<file path="src/rtl/mips_mem_pkg.sv">
// -----------------------------------------------------------------------------
// mips_mem_pkg
// Definitions shared by the load/store unit, the data memory and the CPU
// decoder: access size codes, the load/store FSM state encoding, the default
// data-memory depth and a helper that classifies malformed access shapes.
// -----------------------------------------------------------------------------
package mips_mem_pkg;

    localparam int MEM_WORDS_DEFAULT = 32;

    // Access size codes as carried on req_size.
    localparam logic [1:0] SZ_BYTE = 2'b00;
    localparam logic [1:0] SZ_HALF = 2'b01;
    localparam logic [1:0] SZ_WORD = 2'b10;
    localparam logic [1:0] SZ_ILL  = 2'b11;

    typedef enum logic [2:0] {
        S_IDLE    = 3'd0,
        S_LD_RD   = 3'd1,
        S_LD_CAP  = 3'd2,
        S_ST_WR   = 3'd3,
        S_RMW_RD  = 3'd4,
        S_RMW_CAP = 3'd5,
        S_RMW_WR  = 3'd6,
        S_RESP    = 3'd7
    } lsu_state_t;

    // True for an illegal size or a size/low-address combination that is not
    // naturally aligned. Range checking depends on the memory depth and is
    // done by the caller.
    function automatic logic shape_error(input logic [1:0] size, input logic [1:0] lo);
        return (size == SZ_ILL)
            || ((size == SZ_HALF) && lo[0])
            || ((size == SZ_WORD) && (lo != 2'b00));
    endfunction

endpackage

</file>
<file path="src/rtl/load_store_unit_if.sv">
// -----------------------------------------------------------------------------
// load_store_unit_if
// CPU-side request/response bundle of the load/store unit.
//   req_valid/req_ready  request handshake
//   req_we, req_size, req_signed, req_addr, req_wdata  request fields
//   resp_valid, resp_err, resp_rdata                   completion
// Modports: master = CPU datapath, slave = load_store_unit.
//
// Handshake: a request transfers on a rising clock edge where req_valid and
// req_ready are both high; the request fields are only looked at on that edge
// and may change freely afterwards. req_ready is high only while the unit is
// idle. Each transferred request is completed by exactly one single-cycle
// resp_valid pulse; the response cannot be stalled by the CPU.
// -----------------------------------------------------------------------------
interface load_store_unit_if #(
    parameter int ADDR_W = 32
);
    logic              req_valid;
    logic              req_ready;
    logic              req_we;
    logic [1:0]        req_size;
    logic              req_signed;
    logic [ADDR_W-1:0] req_addr;
    logic [31:0]       req_wdata;
    logic              resp_valid;
    logic              resp_err;
    logic [31:0]       resp_rdata;

    modport master (
        output req_valid, req_we, req_size, req_signed, req_addr, req_wdata,
        input  req_ready, resp_valid, resp_err, resp_rdata
    );

    modport slave (
        input  req_valid, req_we, req_size, req_signed, req_addr, req_wdata,
        output req_ready, resp_valid, resp_err, resp_rdata
    );
endinterface

</file>
<file path="src/rtl/lsu_align.sv">
// -----------------------------------------------------------------------------
// lsu_align
// Combinational lane logic for the load/store unit (little-endian lanes).
//   size      access size code
//   lane      byte address bits [1:0]
//   sign_ext  1 = sign-extend sub-word loads, 0 = zero-extend
//   word      word read from memory
//   wdata     right-justified store data
//   load_val  extracted and extended load result
//   merged    word with the store data inserted into its lane
// -----------------------------------------------------------------------------
module lsu_align
    import mips_mem_pkg::*;
(
    input  logic [1:0]  size,
    input  logic [1:0]  lane,
    input  logic        sign_ext,
    input  logic [31:0] word,
    input  logic [31:0] wdata,
    output logic [31:0] load_val,
    output logic [31:0] merged
);
    logic [7:0]  byte_v;
    logic [15:0] half_v;

    always_comb begin
        byte_v   = word[{lane, 3'b000} +: 8];
        half_v   = lane[1] ? word[31:16] : word[15:0];
        load_val = word;
        merged   = word;
        case (size)
            SZ_BYTE: begin
                load_val = {{24{sign_ext & byte_v[7]}}, byte_v};
                merged[{lane, 3'b000} +: 8] = wdata[7:0];
            end
            SZ_HALF: begin
                load_val = {{16{sign_ext & half_v[15]}}, half_v};
                merged[{lane[1], 4'b0000} +: 16] = wdata[15:0];
            end
            default: ;
        endcase
    end
endmodule

</file>
<file path="src/rtl/load_store_unit.sv">
// -----------------------------------------------------------------------------
// load_store_unit
// Initiator side of the single-port data memory. Turns byte-addressed CPU
// loads/stores (byte, half, word) into word accesses; sub-word stores are done
// as read-modify-write. Misaligned, illegal-size and out-of-range requests are
// answered with resp_err without touching memory.
//   clk, rst_n  clock, asynchronous active-low reset
//   cpu         request/response bundle (slave side)
//   mem_we      memory write strobe
//   mem_addr    memory word index
//   mem_wd      memory write data
//   mem_rd      memory read data, valid the cycle after the address is sampled
//   dbg_state   current FSM state
// -----------------------------------------------------------------------------
module load_store_unit
    import mips_mem_pkg::*;
#(
    parameter int MEM_WORDS = MEM_WORDS_DEFAULT,
    parameter int ADDR_W    = 32
) (
    input  logic               clk,
    input  logic               rst_n,
    load_store_unit_if.slave   cpu,
    output logic               mem_we,
    output logic [ADDR_W-1:0]  mem_addr,
    output logic [31:0]        mem_wd,
    input  logic [31:0]        mem_rd,
    output lsu_state_t         dbg_state
);
    localparam logic [ADDR_W-1:0] MEM_WORDS_A = ADDR_W'(MEM_WORDS);

    lsu_state_t  state, state_n;
    logic [1:0]  size_q;
    logic [1:0]  lane_q;
    logic        signed_q;
    logic [31:0] wdata_q;
    logic        accept;
    logic        req_err;
    logic [31:0] load_val;
    logic [31:0] merged;

    assign accept  = cpu.req_valid && cpu.req_ready;
    assign req_err = shape_error(cpu.req_size, cpu.req_addr[1:0])
                  || ({2'b00, cpu.req_addr[ADDR_W-1:2]} >= MEM_WORDS_A);
    assign dbg_state = state;

    lsu_align u_align (
        .size     (size_q),
        .lane     (lane_q),
        .sign_ext (signed_q),
        .word     (mem_rd),
        .wdata    (wdata_q),
        .load_val (load_val),
        .merged   (merged)
    );

    always_ff @(posedge clk or negedge rst_n) begin
        if (!rst_n) state <= S_IDLE;
        else        state <= state_n;
    end

    always_comb begin
        state_n = state;
        case (state)
            S_IDLE: begin
                if (accept) begin
                    if (req_err)                     state_n = S_RESP;
                    else if (!cpu.req_we)            state_n = S_LD_RD;
                    else if (cpu.req_size == SZ_WORD) state_n = S_ST_WR;
                    else                             state_n = S_RMW_RD;
                end
            end
            S_LD_RD:   state_n = S_LD_CAP;
            S_LD_CAP:  state_n = S_RESP;
            S_ST_WR:   state_n = S_RESP;
            S_RMW_RD:  state_n = S_RMW_CAP;
            S_RMW_CAP: state_n = S_RMW_WR;
            S_RMW_WR:  state_n = S_RESP;
            S_RESP:    state_n = S_IDLE;
            default:   state_n = S_IDLE;
        endcase
    end

    // Request fields are latched on accept; mem_addr then stays put for the
    // whole access, including both halves of a read-modify-write.
    always_ff @(posedge clk or negedge rst_n) begin
        if (!rst_n) begin
            size_q   <= SZ_BYTE;
            lane_q   <= 2'b00;
            signed_q <= 1'b0;
            wdata_q  <= 32'd0;
            mem_addr <= '0;
        end else if (accept) begin
            size_q   <= cpu.req_size;
            lane_q   <= cpu.req_addr[1:0];
            signed_q <= cpu.req_signed;
            wdata_q  <= cpu.req_wdata;
            mem_addr <= {2'b00, cpu.req_addr[ADDR_W-1:2]};
        end
    end

    // Outputs are registered from the next state so each one lines up with
    // the state it belongs to. The only path into RESP straight from IDLE is
    // an error, which is what resp_err decodes.
    always_ff @(posedge clk or negedge rst_n) begin
        if (!rst_n) begin
            cpu.req_ready  <= 1'b1;
            cpu.resp_valid <= 1'b0;
            cpu.resp_err   <= 1'b0;
            cpu.resp_rdata <= 32'd0;
            mem_we         <= 1'b0;
            mem_wd         <= 32'd0;
        end else begin
            cpu.req_ready  <= (state_n == S_IDLE);
            cpu.resp_valid <= (state_n == S_RESP);
            cpu.resp_err   <= (state == S_IDLE) && (state_n == S_RESP);
            cpu.resp_rdata <= (state == S_LD_CAP) ? load_val : 32'd0;
            mem_we         <= (state_n == S_ST_WR) || (state_n == S_RMW_WR);
            if (state_n == S_ST_WR)       mem_wd <= cpu.req_wdata;
            else if (state_n == S_RMW_WR) mem_wd <= merged;
            else                          mem_wd <= 32'd0;
        end
    end
endmodule

</file>
<file path="src/flat_wrapper.sv">
// flat-port wrapper written by rule: the top's interface ports become plain ports
module load_store_unit_flat import mips_mem_pkg::*;
#(
    parameter int MEM_WORDS = MEM_WORDS_DEFAULT,
    parameter int ADDR_W    = 32
)
  (clk, rst_n, mem_we, mem_addr, mem_wd, mem_rd, dbg_state, cpu_req_valid, cpu_req_we, cpu_req_size, cpu_req_signed, cpu_req_addr, cpu_req_wdata, cpu_req_ready, cpu_resp_valid, cpu_resp_err, cpu_resp_rdata);
  load_store_unit_if #(.ADDR_W(ADDR_W)) cpu_i ();
  input  logic clk;
  input  logic rst_n;
  output logic mem_we;
  output logic [ADDR_W-1:0] mem_addr;
  output logic [31:0] mem_wd;
  input  logic [31:0] mem_rd;
  output lsu_state_t dbg_state;
  input wire logic [$bits(cpu_i.req_valid)-1:0] cpu_req_valid;
  input wire logic [$bits(cpu_i.req_we)-1:0] cpu_req_we;
  input wire logic [$bits(cpu_i.req_size)-1:0] cpu_req_size;
  input wire logic [$bits(cpu_i.req_signed)-1:0] cpu_req_signed;
  input wire logic [$bits(cpu_i.req_addr)-1:0] cpu_req_addr;
  input wire logic [$bits(cpu_i.req_wdata)-1:0] cpu_req_wdata;
  output wire logic [$bits(cpu_i.req_ready)-1:0] cpu_req_ready;
  output wire logic [$bits(cpu_i.resp_valid)-1:0] cpu_resp_valid;
  output wire logic [$bits(cpu_i.resp_err)-1:0] cpu_resp_err;
  output wire logic [$bits(cpu_i.resp_rdata)-1:0] cpu_resp_rdata;
  assign cpu_i.req_valid = cpu_req_valid;
  assign cpu_i.req_we = cpu_req_we;
  assign cpu_i.req_size = cpu_req_size;
  assign cpu_i.req_signed = cpu_req_signed;
  assign cpu_i.req_addr = cpu_req_addr;
  assign cpu_i.req_wdata = cpu_req_wdata;
  assign cpu_req_ready = cpu_i.req_ready;
  assign cpu_resp_valid = cpu_i.resp_valid;
  assign cpu_resp_err = cpu_i.resp_err;
  assign cpu_resp_rdata = cpu_i.resp_rdata;
  load_store_unit #(.MEM_WORDS(MEM_WORDS), .ADDR_W(ADDR_W)) u_core (.clk(clk), .rst_n(rst_n), .cpu(cpu_i), .mem_we(mem_we), .mem_addr(mem_addr), .mem_wd(mem_wd), .mem_rd(mem_rd), .dbg_state(dbg_state));
endmodule
</file>
<file path="config.mk">
export PLATFORM = sky130hd
export DESIGN_NAME = load_store_unit_flat
export DESIGN_NICKNAME = d
export VERILOG_FILES = /design/src/rtl/mips_mem_pkg.sv /design/src/rtl/load_store_unit_if.sv /design/src/rtl/lsu_align.sv /design/src/rtl/load_store_unit.sv /design/src/flat_wrapper.sv
export SDC_FILE = /design/constraint.sdc
export NUM_CORES = 1
export LEC_CHECK = 0
export CORE_MARGIN = 10
export CORE_UTILIZATION = 55
export DETAILED_ROUTE_END_ITERATION = 10
export DONT_BUFFER_PORTS = 1
export PLACE_DENSITY = 0.7
export RECOVER_POWER = 50
export SLEW_MARGIN = 40
export SYNTH_ARGS = -nofsm -noshare
export SYNTH_HDL_FRONTEND = slang
export SYNTH_SLANG_ARGS = --single-unit
</file>
<file path="constraint.sdc">
create_clock -name clk -period 5.5 [get_ports clk]
set_input_delay 0.825 -clock clk [delete_from_list [all_inputs] [get_ports clk]]
set_output_delay 0.825 -clock clk [all_outputs]
set_load 0.05 [all_outputs]
</file>
==> summary.md <==
| Metric | Value |
|---|---|
| H-Tree Depth | `4` |
| Maxcap violations | `1` |
| Detailed placement HPWL | `14500 microns` |
| Synth top area share | `0.458` |
| Area leader, netlist | `dfrtp_1` |
| Worst rel slew slack | `-1.09` |
| Synth warn | `0` |
| Crit-path cells | `nand2_1, clkbuf_1, a32oi_1, o21a_4, o31ai_2` |
| # hold bufs at CTS | `0` |
| CP max stage delay | `2210 ps` |
| Setup bufs post-CTS | `0` |
| EDFF count, synth | `0` |
| Synth-to-Final Area Change | `7.78%` |
| CTS clk-pin slew, worst paths | `60 ps` |
| Rows | `39` |
| Worst path depth | `5` |
| # clock sinks | `122` |
| Asr flop ratio synth | `1.00` |
| Sw Share | `0.520` |
| Die height | `130 microns` |
| CP Buf/Inv Count | `1` |
| Hold Path Class | `in -> async` |
| Combinational power share | `0.328` |
| Least-Margin Pin Slew | `3130 ps` |
| Clock skew | `5.40 ps` |
| Vias in the first global route | `5371` |
| Initial core utilization | `0.569` |
| Met2 GRT Util | `0.365` |
| Maximum clock frequency | `254 MHz` |
| Crit path kind | `reg -> reg` |
| Required @ worst endpoint | `5810 ps` |
| Post-Route WL | `20400 microns` |
| Count leader, synth | `dfrtp_1` |
| Main flop type after synthesis | `dfrtp_1` |
| Final GP Congestion | `0.881` |
| # setup viols final | `0` |
| First-pass GRT wire length | `31200 microns` |
| Flop-to-flop setup slack | `1570 ps` |
| Drt pass-1 iters | `6` |
| Cells after DPL | `807` |
| R2R depth | `5` |
| N_diodes | `0` |
| Number of synthesized register bits | `122` |
| Crit Path Max Fanout | `72` |
| Type of origin of the critical path | `register` |
| # IOs | `206` |
| Cell area power density | `736 nW/um^2` |
| Antenna Nets Post-Route | `0` |
| Reg-to-Reg Start | `u_core.cpu.req_ready` |
| Sequential-to-total area share from yosys stat | `0.462` |
| Total track usage | `0.242` |
| Int Pwr | `2520 uW` |
| Setup_tns | `0 ps` |
| DRC | `0` |
| Status | `finished, violations left` |
| Total grt overflow | `0` |
| Max VDD drop | `0.000657 V` |
| Crit path arrival time | `4240 ps` |
| Netlist Area Pre-Place | `6610 sq um` |
| CTS tree | `done` |
| Met3 global-route usage | `0.0897` |
| Clock buffer count from CTS | `17` |
| Mapped Cells | `720` |
| Top cells by count, synth | `dfrtp_1, o21ai_0, nand2_1, a21oi_1, nor2_1` |
| RSZ-0062 raised after global routing | `false` |
| Post_cts resized | `0` |
| Busiest grt layer | `met2` |
| Die width | `130 microns` |
| Switch Pwr | `2730 uW` |
| Util after Layout | `0.614` |
| Placed inst area | `6570 sq um` |
| Register share of total power | `0.473` |
| Minimum clock period after layout | `3930 ps` |
| Reg-to-reg critical path endpoint | `u_core.mem_wd[26]` |
| Delay-heaviest family, CP | `buffers and inverters` |
| Vias | `5442` |
| Avg Inst Size Synth | `9.19 sq um` |
| M1 GR Usage | `0.310` |
| Root Driver | `clkbuf_16` |
| CORE AREA | `11600 sq um` |
| Failing checks | `capacitance limit, slew limit` |
| Antenna violations before repair | `0` |
| Die Footprint | `16800 sq um` |
| Later-pin clock latency in the skew report | `420 ps` |
| IO Port Bufs | `0` |
| Leakage Power | `0.00314 uW` |
| Finished Cell Area | `7130 sq um` |
| CP endpoint kind | `register` |
| DRT iter0 DRCs | `732` |
| Synth area leaders | `dfrtp_1, o21ai_0, mux2_2, a21oi_1, o31ai_2` |
| Layout filler cell count | `974` |
| Maximum clock path buffer count | `2` |
| Clock power frac | `0.200` |
| Layout cells sized above 1 | `0.168` |
| Vias/cell | `6.49` |
| Final Slew Violations | `73` |
| Final worst-path cycle share | `0.715` |
| Crit path max-delay cell type | `clkbuf_1` |
| Post-synth cell types | `50` |
| Fin cells | `839` |
| Final Hold Fails | `0` |
| Wire length per cell | `24.3 microns` |
| Largest net degree at the start of global routing | `123` |
| Nets | `791` |
-- layout make-up --
class / instances / area [sq um] / area share
Clock inverter: 10 / 93.8 / 0.0132
Tap cell: 143 / 179 / 0.0251
Inverter: 42 / 158 / 0.0221
Timing Repair Buffer: 8 / 60.1 / 0.00843
Clock buffer: 22 / 464 / 0.0651
Multi-Input combinational cell: 492 / 3110 / 0.437
Sequential cell: 122 / 3060 / 0.429
-- cell usage in the layout (no fill, tap or decap), types with 3 or more instances in the layout --
master and n:
dfrtp_1 118, o21ai_0 83, nand2_1 79, a21oi_1 67
nor2_1 54, nand3_1 45, inv_1 41, mux2_2 34
o31ai_2 26, nor3_1 20, clkbuf_16 17, mux4_2 8
o22ai_1 8, nand2b_1 7, a2111oi_0 7, buf_4 6
a22oi_1 5, ha_1 5, o211ai_1 4, o31ai_1 4
clkbuf_1 4, nor4_1 3, clkinv_2 3, clkinvlp_4 3
-- power by group through the flow --
stage | registers (uW) | logic (uW) | clock network [uW]
after floorplan | 2260 | 1570 | 0
after global placement | 2480 | 1620 | 0
after detailed placement | 2490 | 1690 | 0
after CTS | 2480 | 1700 | 1060
after global routing | 2530 | 1920 | 1100
final | 2480 | 1720 | 1050
-- how the worst max path moves through the flow --
stage                         start                 to  slack (ps)
2_1_floorplan      cpu_req_addr[17]  u_core.mem_wd[10]        3110
3_3_place_gp       u_core.lane_q[0]   u_core.mem_wd[6]        2500
3_5_place_dp       cpu_req_addr[29]   u_core.mem_wd[1]        2530
4_1_cts            u_core.lane_q[0]   u_core.mem_wd[0]        2680
5_1_grt        u_core.cpu.req_ready   u_core.mem_wd[0]        1290
6_report       u_core.cpu.req_ready  u_core.mem_wd[26]        1570
-- worst reg2reg max path: stages, from the launching register on --
cell	delay, ps
dfstp_2	460
nand2_1	100
clkbuf_1	2210
a32oi_1	250
o21a_4	440
o31ai_2	370
-- metrics by stage --
stage | hold WS [ps] | setup slack [ps] | power (uW)
3_3_place_gp | 488 | 2500 | 4100
6_report | 95.6 | 1570 | 5240
3_5_place_dp | 501 | 2530 | 4180
2_1_floorplan | 467 | 3110 | 3830
5_1_grt | 81.7 | 1290 | 5540
4_1_cts | 89.4 | 2680 | 5230
-- cells by family after synthesis --
group,Yosys count,share of synthesized area
other cells,1,0.000567
buf+inv,107,0.0721
fa+ha+maj,5,0.00946
flops,122,0.462
mux,43,0.0866
compound gates,219,0.217
simple gates,223,0.153
-- state kept, by name (all words and copies together) (netlist names), 2 cells and up --
signal	flops
u_core.wdata_q	16
u_core.mem_addr	30
u_core.dbg_state	3
u_core.size_q	2
u_core.lane_q	2
u_core.mem_wd	32
u_core.cpu.resp_rdata	32
-- metal layers --
metal	vias up	wire (microns)
li1	2459	-
met1	2632	8180
met2	314	9290
met3	37	2460
met4	0	447
met5	-	0
No activity file was read; power rests on OpenSTA's default activity.
